[src/rtl/rv32_pkg.sv]
// Shared RV32I constants and field layouts used by the issue stage and later pipeline stages.
package rv32_pkg;

    localparam logic [3:0] ALU_ADD  = 4'b0000;
    localparam logic [3:0] ALU_SUB  = 4'b1000;
    localparam logic [3:0] ALU_SLL  = 4'b0001;
    localparam logic [3:0] ALU_SLT  = 4'b0010;
    localparam logic [3:0] ALU_SLTU = 4'b0011;
    localparam logic [3:0] ALU_XOR  = 4'b0100;
    localparam logic [3:0] ALU_SRL  = 4'b0101;
    localparam logic [3:0] ALU_SRA  = 4'b1101;
    localparam logic [3:0] ALU_OR   = 4'b0110;
    localparam logic [3:0] ALU_AND  = 4'b0111;

    localparam logic [6:0] OPC_OP     = 7'b0110011;
    localparam logic [6:0] OPC_OP_IMM = 7'b0010011;

    localparam logic [6:0] FUNCT7_BASE = 7'b0000000;
    localparam logic [6:0] FUNCT7_ALT  = 7'b0100000;

    // R/I-type field overlay; for OP-IMM the rs2 slot carries the shift amount.
    typedef struct packed {
        logic [6:0] funct7;
        logic [4:0] rs2;
        logic [4:0] rs1;
        logic [2:0] funct3;
        logic [4:0] rd;
        logic [6:0] major;
    } instr_fields_t;

endpackage

[src/rtl/rv32_alu_issue_if.sv]
// Bundle of the instruction handshake, ALU output slot and writeback port of the issue stage.
interface rv32_alu_issue_if #(parameter int XLEN = 32);

    logic [31:0]     instr_in;
    logic            instr_valid_in;
    logic            instr_ready_out;
    logic [XLEN-1:0] op_1_out;
    logic [XLEN-1:0] op_2_out;
    logic [3:0]      opcode_out;
    logic [4:0]      rd_out;
    logic            valid_out;
    logic            ready_in;
    logic            wb_en_in;
    logic [4:0]      wb_rd_in;
    logic [XLEN-1:0] wb_data_in;
    logic            illegal_out;

    modport master (
        output instr_in, instr_valid_in, ready_in, wb_en_in, wb_rd_in, wb_data_in,
        input  instr_ready_out, op_1_out, op_2_out, opcode_out, rd_out, valid_out, illegal_out
    );

    modport slave (
        input  instr_in, instr_valid_in, ready_in, wb_en_in, wb_rd_in, wb_data_in,
        output instr_ready_out, op_1_out, op_2_out, opcode_out, rd_out, valid_out, illegal_out
    );

endinterface

[src/rtl/rv32_regfile.sv]
// 32-entry register file: two read ports, one write port, x0 hardwired to zero, write-through bypass.
module rv32_regfile #(
    parameter int XLEN = 32
) (
    input  logic            clk_in,
    input  logic            rst_n_in,
    input  logic [4:0]      rd_addr_a_in,
    output logic [XLEN-1:0] rd_data_a_out,
    input  logic [4:0]      rd_addr_b_in,
    output logic [XLEN-1:0] rd_data_b_out,
    input  logic            wr_en_in,
    input  logic [4:0]      wr_addr_in,
    input  logic [XLEN-1:0] wr_data_in
);

    logic [XLEN-1:0] regs [32];

    always_ff @(posedge clk_in or negedge rst_n_in) begin
        if (!rst_n_in) begin
            for (int i = 0; i < 32; i++) begin
                regs[i] <= '0;
            end
        end else if (wr_en_in && wr_addr_in != 5'd0) begin
            regs[wr_addr_in] <= wr_data_in;
        end
    end

    // A read of the register being written this cycle sees the incoming data.
    always_comb begin
        rd_data_a_out = regs[rd_addr_a_in];
        if (rd_addr_a_in == 5'd0) begin
            rd_data_a_out = '0;
        end else if (wr_en_in && wr_addr_in == rd_addr_a_in) begin
            rd_data_a_out = wr_data_in;
        end

        rd_data_b_out = regs[rd_addr_b_in];
        if (rd_addr_b_in == 5'd0) begin
            rd_data_b_out = '0;
        end else if (wr_en_in && wr_addr_in == rd_addr_b_in) begin
            rd_data_b_out = wr_data_in;
        end
    end

endmodule

[src/rtl/rv32_alu_issue.sv]
// Issue stage feeding rv32_alu: decodes OP/OP-IMM, reads operands, tracks busy registers, holds one output slot.
module rv32_alu_issue
    import rv32_pkg::*;
#(
    parameter int XLEN = 32
) (
    input logic           clk_in,
    input logic           rst_n_in,
    rv32_alu_issue_if.slave bus
);

    instr_fields_t   fields;
    logic            is_op;
    logic            is_op_imm;
    logic            legal;
    logic [3:0]      alu_op;
    logic [XLEN-1:0] imm_op2;
    logic [XLEN-1:0] rs1_data;
    logic [XLEN-1:0] rs2_data;
    logic [31:0]     busy_q;
    logic [31:0]     busy_d;
    logic [31:0]     clear_mask;
    logic [31:0]     blocked;
    logic            hazard;
    logic            ready;
    logic            accept;
    logic            load;
    logic            valid_q;
    logic            illegal_q;
    logic [XLEN-1:0] op_1_q;
    logic [XLEN-1:0] op_2_q;
    logic [3:0]      opcode_q;
    logic [4:0]      rd_q;

    assign fields = bus.instr_in;

    rv32_regfile #(.XLEN(XLEN)) u_regfile (
        .clk_in        (clk_in),
        .rst_n_in      (rst_n_in),
        .rd_addr_a_in  (fields.rs1),
        .rd_data_a_out (rs1_data),
        .rd_addr_b_in  (fields.rs2),
        .rd_data_b_out (rs2_data),
        .wr_en_in      (bus.wb_en_in),
        .wr_addr_in    (bus.wb_rd_in),
        .wr_data_in    (bus.wb_data_in)
    );

    // Decode: the alternate funct7 is only meaningful for SUB/SRA and SRAI.
    always_comb begin
        is_op     = 1'b0;
        is_op_imm = 1'b0;
        alu_op    = {1'b0, fields.funct3};
        imm_op2   = {{(XLEN-12){fields.funct7[6]}}, fields.funct7, fields.rs2};
        if (fields.major == OPC_OP) begin
            alu_op = {fields.funct7[5], fields.funct3};
            is_op  = (fields.funct7 == FUNCT7_BASE) ||
                     (fields.funct7 == FUNCT7_ALT &&
                      (fields.funct3 == 3'b000 || fields.funct3 == 3'b101));
        end else if (fields.major == OPC_OP_IMM) begin
            case (fields.funct3)
                3'b001: begin
                    alu_op    = {fields.funct7[5], fields.funct3};
                    imm_op2   = {{(XLEN-5){1'b0}}, fields.rs2};
                    is_op_imm = (fields.funct7 == FUNCT7_BASE);
                end
                3'b101: begin
                    alu_op    = {fields.funct7[5], fields.funct3};
                    imm_op2   = {{(XLEN-5){1'b0}}, fields.rs2};
                    is_op_imm = (fields.funct7 == FUNCT7_BASE) || (fields.funct7 == FUNCT7_ALT);
                end
                default: is_op_imm = 1'b1;
            endcase
        end
    end

    assign legal = is_op || is_op_imm;

    // A busy register retiring this cycle no longer blocks; illegal encodings never stall.
    always_comb begin
        clear_mask = '0;
        if (bus.wb_en_in) begin
            clear_mask[bus.wb_rd_in] = 1'b1;
        end
        blocked = busy_q & ~clear_mask;
        hazard  = legal && (blocked[fields.rs1] ||
                            (is_op && blocked[fields.rs2]) ||
                            (fields.rd != 5'd0 && blocked[fields.rd]));
    end

    assign ready  = (!valid_q || bus.ready_in) && !hazard;
    assign accept = bus.instr_valid_in && ready;
    assign load   = accept && legal;

    // Set applied after clear so a same-cycle issue to a retiring register keeps it busy.
    always_comb begin
        busy_d = busy_q & ~clear_mask;
        if (load && fields.rd != 5'd0) begin
            busy_d[fields.rd] = 1'b1;
        end
        busy_d[0] = 1'b0;
    end

    always_ff @(posedge clk_in or negedge rst_n_in) begin
        if (!rst_n_in) begin
            busy_q    <= '0;
            valid_q   <= 1'b0;
            illegal_q <= 1'b0;
            op_1_q    <= '0;
            op_2_q    <= '0;
            opcode_q  <= '0;
            rd_q      <= '0;
        end else begin
            busy_q    <= busy_d;
            illegal_q <= accept && !legal;
            if (load) begin
                valid_q  <= 1'b1;
                op_1_q   <= rs1_data;
                op_2_q   <= is_op ? rs2_data : imm_op2;
                opcode_q <= alu_op;
                rd_q     <= fields.rd;
            end else if (bus.ready_in) begin
                valid_q <= 1'b0;
            end
        end
    end

    assign bus.instr_ready_out = ready;
    assign bus.valid_out       = valid_q;
    assign bus.illegal_out     = illegal_q;
    assign bus.op_1_out        = op_1_q;
    assign bus.op_2_out        = op_2_q;
    assign bus.opcode_out      = opcode_q;
    assign bus.rd_out          = rd_q;

endmodule
[src/flat_wrapper.sv]
// flat-port wrapper written by rule: the top's interface ports become plain ports
module rv32_alu_issue_flat import rv32_pkg::*;
#(
    parameter int XLEN = 32
)
  (clk_in, rst_n_in, bus_instr_in, bus_instr_valid_in, bus_ready_in, bus_wb_en_in, bus_wb_rd_in, bus_wb_data_in, bus_instr_ready_out, bus_op_1_out, bus_op_2_out, bus_opcode_out, bus_rd_out, bus_valid_out, bus_illegal_out);
  rv32_alu_issue_if #(.XLEN(XLEN)) bus_i ();
  input logic clk_in;
  input logic rst_n_in;
  input wire logic [$bits(bus_i.instr_in)-1:0] bus_instr_in;
  input wire logic [$bits(bus_i.instr_valid_in)-1:0] bus_instr_valid_in;
  input wire logic [$bits(bus_i.ready_in)-1:0] bus_ready_in;
  input wire logic [$bits(bus_i.wb_en_in)-1:0] bus_wb_en_in;
  input wire logic [$bits(bus_i.wb_rd_in)-1:0] bus_wb_rd_in;
  input wire logic [$bits(bus_i.wb_data_in)-1:0] bus_wb_data_in;
  output wire logic [$bits(bus_i.instr_ready_out)-1:0] bus_instr_ready_out;
  output wire logic [$bits(bus_i.op_1_out)-1:0] bus_op_1_out;
  output wire logic [$bits(bus_i.op_2_out)-1:0] bus_op_2_out;
  output wire logic [$bits(bus_i.opcode_out)-1:0] bus_opcode_out;
  output wire logic [$bits(bus_i.rd_out)-1:0] bus_rd_out;
  output wire logic [$bits(bus_i.valid_out)-1:0] bus_valid_out;
  output wire logic [$bits(bus_i.illegal_out)-1:0] bus_illegal_out;
  assign bus_i.instr_in = bus_instr_in;
  assign bus_i.instr_valid_in = bus_instr_valid_in;
  assign bus_i.ready_in = bus_ready_in;
  assign bus_i.wb_en_in = bus_wb_en_in;
  assign bus_i.wb_rd_in = bus_wb_rd_in;
  assign bus_i.wb_data_in = bus_wb_data_in;
  assign bus_instr_ready_out = bus_i.instr_ready_out;
  assign bus_op_1_out = bus_i.op_1_out;
  assign bus_op_2_out = bus_i.op_2_out;
  assign bus_opcode_out = bus_i.opcode_out;
  assign bus_rd_out = bus_i.rd_out;
  assign bus_valid_out = bus_i.valid_out;
  assign bus_illegal_out = bus_i.illegal_out;
  rv32_alu_issue #(.XLEN(XLEN)) u_core (.clk_in(clk_in), .rst_n_in(rst_n_in), .bus(bus_i));
endmodule
[config.mk]
export PLATFORM = sky130hd
export DESIGN_NAME = rv32_alu_issue_flat
export DESIGN_NICKNAME = d
export VERILOG_FILES = /design/src/rtl/rv32_pkg.sv /design/src/rtl/rv32_alu_issue_if.sv /design/src/rtl/rv32_regfile.sv /design/src/rtl/rv32_alu_issue.sv /design/src/flat_wrapper.sv
export SDC_FILE = /design/constraint.sdc
export NUM_CORES = 2
export LEC_CHECK = 0
export CORE_ASPECT_RATIO = 0.6
export CORE_MARGIN = 2
export CORE_UTILIZATION = 35
export DETAILED_ROUTE_END_ITERATION = 8
export DONT_BUFFER_PORTS = 1
export MAX_ROUTING_LAYER = met4
export PLACE_DENSITY = 0.47
export SLEW_MARGIN = 0
export SYNTH_ARGS = -nofsm -noshare
export SYNTH_HDL_FRONTEND = slang
export SYNTH_SLANG_ARGS = --single-unit
[constraint.sdc]
create_clock -name clk_in -period 4.7 [get_ports clk_in]
set_clock_uncertainty 0.15 [all_clocks]
set_input_delay 1.41 -clock clk_in [delete_from_list [all_inputs] [get_ports clk_in]]
set_output_delay 1.41 -clock clk_in [all_outputs]
set_load 0.03 [all_outputs]
==> results_dict.tcl <==
set metrics [dict create \
    antenna_found_initial 2 \
    synth_edf_count 0 \
    clock-sinks 1130 \
    finalPower_w 0.02737 \
    grt_overflow_total 0 \
    tightest_slew_ns 1.609 \
    met1_usage_pct 38.53 \
    r2r-end "u_core.bus.op_2_out[12]" \
    numCtsBuffers 117 \
    h-tree-depth 3 \
    status "finished with violations" \
    power_frac_clock_pct 36.1 \
    cp-start-kind "input pin" \
    min_period_ns 4.924 \
    dp.cells 6308 \
    rsz0062_at_grt "true" \
    clk_latency_ns 0.75 \
    nFillCells 15999 \
    netSwitchingFraction_pct 26.55 \
    synth_common_cells "1130 x dfrtp_1, 1009 x mux2_2, 396 x mux4_2, 337 x mux2i_1, 305 x clkbuf_1" \
    place.gp.congestion 0.8625 \
    syn_to_final_growth_pct 11.38 \
    fmax_mhz 203.1 \
    num_rows 118 \
    muxShareOfSynthArea_pct 40.29 \
    synth_top_family_by_area "multiplexers" \
    synth_compound_area_share_pct 7.296 \
    start_util_pct 35.24 \
    synth_xor_area_share_pct 0.1584 \
    numPortBuffers 0 \
    worst_ir_drop_vdd_mv 0.2860 \
    synth_top_cell_area_share_pct 46.49 \
    via_per_inst 6.126 \
    fin_crit_sh_pct 104.8 \
    async_flop_share_pct 100.0 \
    ys_seq_area_share_pct 46.49 \
    end_kind "output pin" \
    slew_viol_final 123 \
    yosys-top-cells-area "dfrtp_1 46%, mux2_2 19%, mux4_2 15%, mux2i_1 5.5%, a221oi_1 2.4%" \
    routedWlPerCell_um 32.98 \
    routed_wl_mm 215.6 \
    gr-usage-met2_pct 34.44 \
    leakagePower_nw 29.06 \
    dr.first_iter.drc_count 3522 \
    fin_util_pct 39.25 \
    ant_nets 0 \
    syn_inst 4348 \
    core_area_um2 172600 \
    grt_max_degree 379 \
    combinationalPowerShare_pct 17.5 \
    grt.busiest_layer "met1" \
    p_per_area_nw_per_um2 403.9 \
    synth.most_common_cell "dfrtp_1" \
    clkTransAtPathRegs_ns 0.06 \
    syn_avg_cell_area_um2 13.99 \
    yosys.area_share.simple_pct 2.300 \
    crit_type "input pin to output pin" \
    power_switching_w 0.007265 \
    setup_ws_ns -0.2237 \
    ys_warn_count 0 \
    dieHeight_um 326.9 \
    ys_types 68 \
    r2r_cells 13 \
    vias 40036 \
    die_w_um 542.2 \
    maxCapViolCount 0 \
    cts_buffer_depth 3 \
    grt_pass1_vias 39595 \
    fin_cells 6535 \
    worstPathRequired_ns 3.14 \
    cts_root_buf "clkbuf_16" \
    reg2reg_setup_slack_ns 1.57 \
    cts_tree "built" \
    syn_nets 4422 \
    yosys.area_share.adder_pct 0 \
    critical_path_arrival_ns 3.36 \
    io_pins 150 \
    dieArea_um2 177300 \
    setup-violations-final 1 \
    grt_util_all_layers_pct 24.86 \
    layout-drive-gt1-share_pct 44.62 \
    worstPathMaxFanout 16 \
    slew_headroom_pct -7.300 \
    fin_setup_tns_ns -0.2237 \
    drc_errors 0 \
    synth_seq_cells 1130 \
    rr_startpoint "u_core.busy_q[23]" \
    syn_area_um2 60830 \
    finalHoldViolCount 0 \
    firstDrtPassIters 5 \
    hpwl_mm 111.2 \
    fin_nets 4230 \
    synth_ff_type "dfrtp_1" \
    p_int_w 0.02010 \
    grt_util_met3_pct 3.486 \
    grt_pass1_wl_mm 310.4 \
    synth_area_leader_cell "dfrtp_1" \
    seqPwrFrac_pct 46.5 \
    violations "max-slew violations, negative setup slack" \
    hp-class "input pin to asynchronous set/reset pin" \
]
## per-stage QoR
step                hold WS (ns)  setup WS (ns)  instance area [um2]
finish                    0.2174        -0.2237                67750
global route              0.1799        -0.2889                67740
detailed placement        0.2375        -0.3384                63590
CTS                       0.1652        -0.1691                67640
global placement          0.2335        -0.3478                63590
floorplan                 0.2951        0.01292                60840
## worst max-delay path, cell delays in order
cell and delay (ns):
or4b_4 0.59, o21ai_4 0.23, mux2i_1 0.12, a22oi_1 0.19, a221oi_1 0.12, a21oi_2 0.23
nand3_2 0.16, a21boi_4 0.31
## power by group through the flow
| stage | sequential (W) | clock [W] | combinational, W |
|---|---|---|---|
| 4_1_cts | 0.0127 | 0.0101 | 0.00478 |
| 5_1_grt | 0.0130 | 0.0105 | 0.00514 |
| 3_5_place_dp | 0.0128 | 0 | 0.00476 |
| 6_report | 0.0127 | 0.00987 | 0.00478 |
| 2_1_floorplan | 0.0124 | 0 | 0.00406 |
| 3_3_place_gp | 0.0128 | 0 | 0.00468 |
## final cells by class
cell class | count | area, um2 | share of cell area [%]
Timing Repair Buffer | 175 | 1797 | 2.652
Sequential cell | 1130 | 28280 | 41.74
Tap cell | 2280 | 2853 | 4.211
Clock buffer | 177 | 3586 | 5.293
Antenna cell | 4 | 10.01 | 0.01477
Inverter | 13 | 52.55 | 0.07757
Clock inverter | 37 | 399.1 | 0.5891
Multi-Input combinational cell | 2719 | 30780 | 45.43
## layout by cell type, fill, tap and decap left out, types with 5 or more instances in the layout
| cell type | n |
|---|---|
| o211ai_1 | 23 |
| inv_1 | 9 |
| mux2_2 | 1009 |
| mux4_2 | 396 |
| o21ai_0 | 137 |
| clkbuf_1 | 19 |
| clkbuf_8 | 39 |
| nor2_1 | 50 |
| o2111ai_1 | 7 |
| o221ai_1 | 5 |
| clkbuf_16 | 120 |
| buf_4 | 141 |
| mux2i_1 | 337 |
| nand2b_1 | 11 |
| buf_16 | 7 |
| nand4_1 | 7 |
| mux2_4 | 57 |
| dfrtp_1 | 1130 |
| nor2_4 | 19 |
| nand2_1 | 48 |
| xor2_1 | 9 |
| o21bai_1 | 32 |
| clkinv_2 | 24 |
| o21ai_1 | 8 |
| bufinv_16 | 7 |
| a211oi_1 | 36 |
| nand2_4 | 14 |
| a21oi_1 | 95 |
| o31ai_1 | 13 |
| a221oi_1 | 166 |
| nor3_1 | 8 |
| nand3_1 | 63 |
| a22oi_1 | 96 |
| buf_12 | 26 |
## layer usage
layer,part of all wire [%],vias up
met4,1.7,0
met1,50,22066
li1,-,16491
met2,43,1251
met3,5.7,228
met5,0,-
## logic make-up (layout without fill, tap and decap cells)
family / after synthesis / after routing
AOI/OAI and AO/OA: 640 / 640
xor gates and xnor gates: 11 / 11
buffers and inverters: 499 / 402
DFF: 1130 / 1130
muxes: 1799 / 1799
other: 0 / 4
and+or+nand+nor: 269 / 269
## how the worst max path moves through the flow
stage / cells past startpoint / end / slack [ns] / startpoint
after floorplan: 9 / bus_instr_ready_out / 0.01 / bus_wb_rd_in[2]
after global placement: 8 / bus_instr_ready_out / -0.35 / bus_wb_rd_in[3]
after detailed placement: 8 / bus_instr_ready_out / -0.34 / bus_wb_rd_in[3]
after CTS: 8 / bus_instr_ready_out / -0.17 / bus_wb_rd_in[1]
after global routing: 11 / bus_instr_ready_out / -0.29 / bus_wb_rd_in[0]
final: 8 / bus_instr_ready_out / -0.22 / bus_wb_rd_in[1]
## sequential cells by signal (all words and copies together), names as in the netlist
register / cells
u_core.u_regfile.regs: 1024
u_core.bus.illegal_out: 1
u_core.bus.valid_out: 1
u_core.bus.opcode_out: 4
u_core.busy_q: 31
u_core.bus.op_1_out: 32
u_core.bus.op_2_out: 32
u_core.bus.rd_out: 5
## what timing repair did
action / in CTS / in global routing
setup buffers: 5 / 1
hold buffers: 0 / 0
gates cloned: 0 / 1
setup endpoints to repair: 1 / 227
pin swaps: 11 / 3
hold endpoints to repair: 0 / 0
resized for setup: 6 / 6
Note: power is estimated with default switching activity, not from simulation.
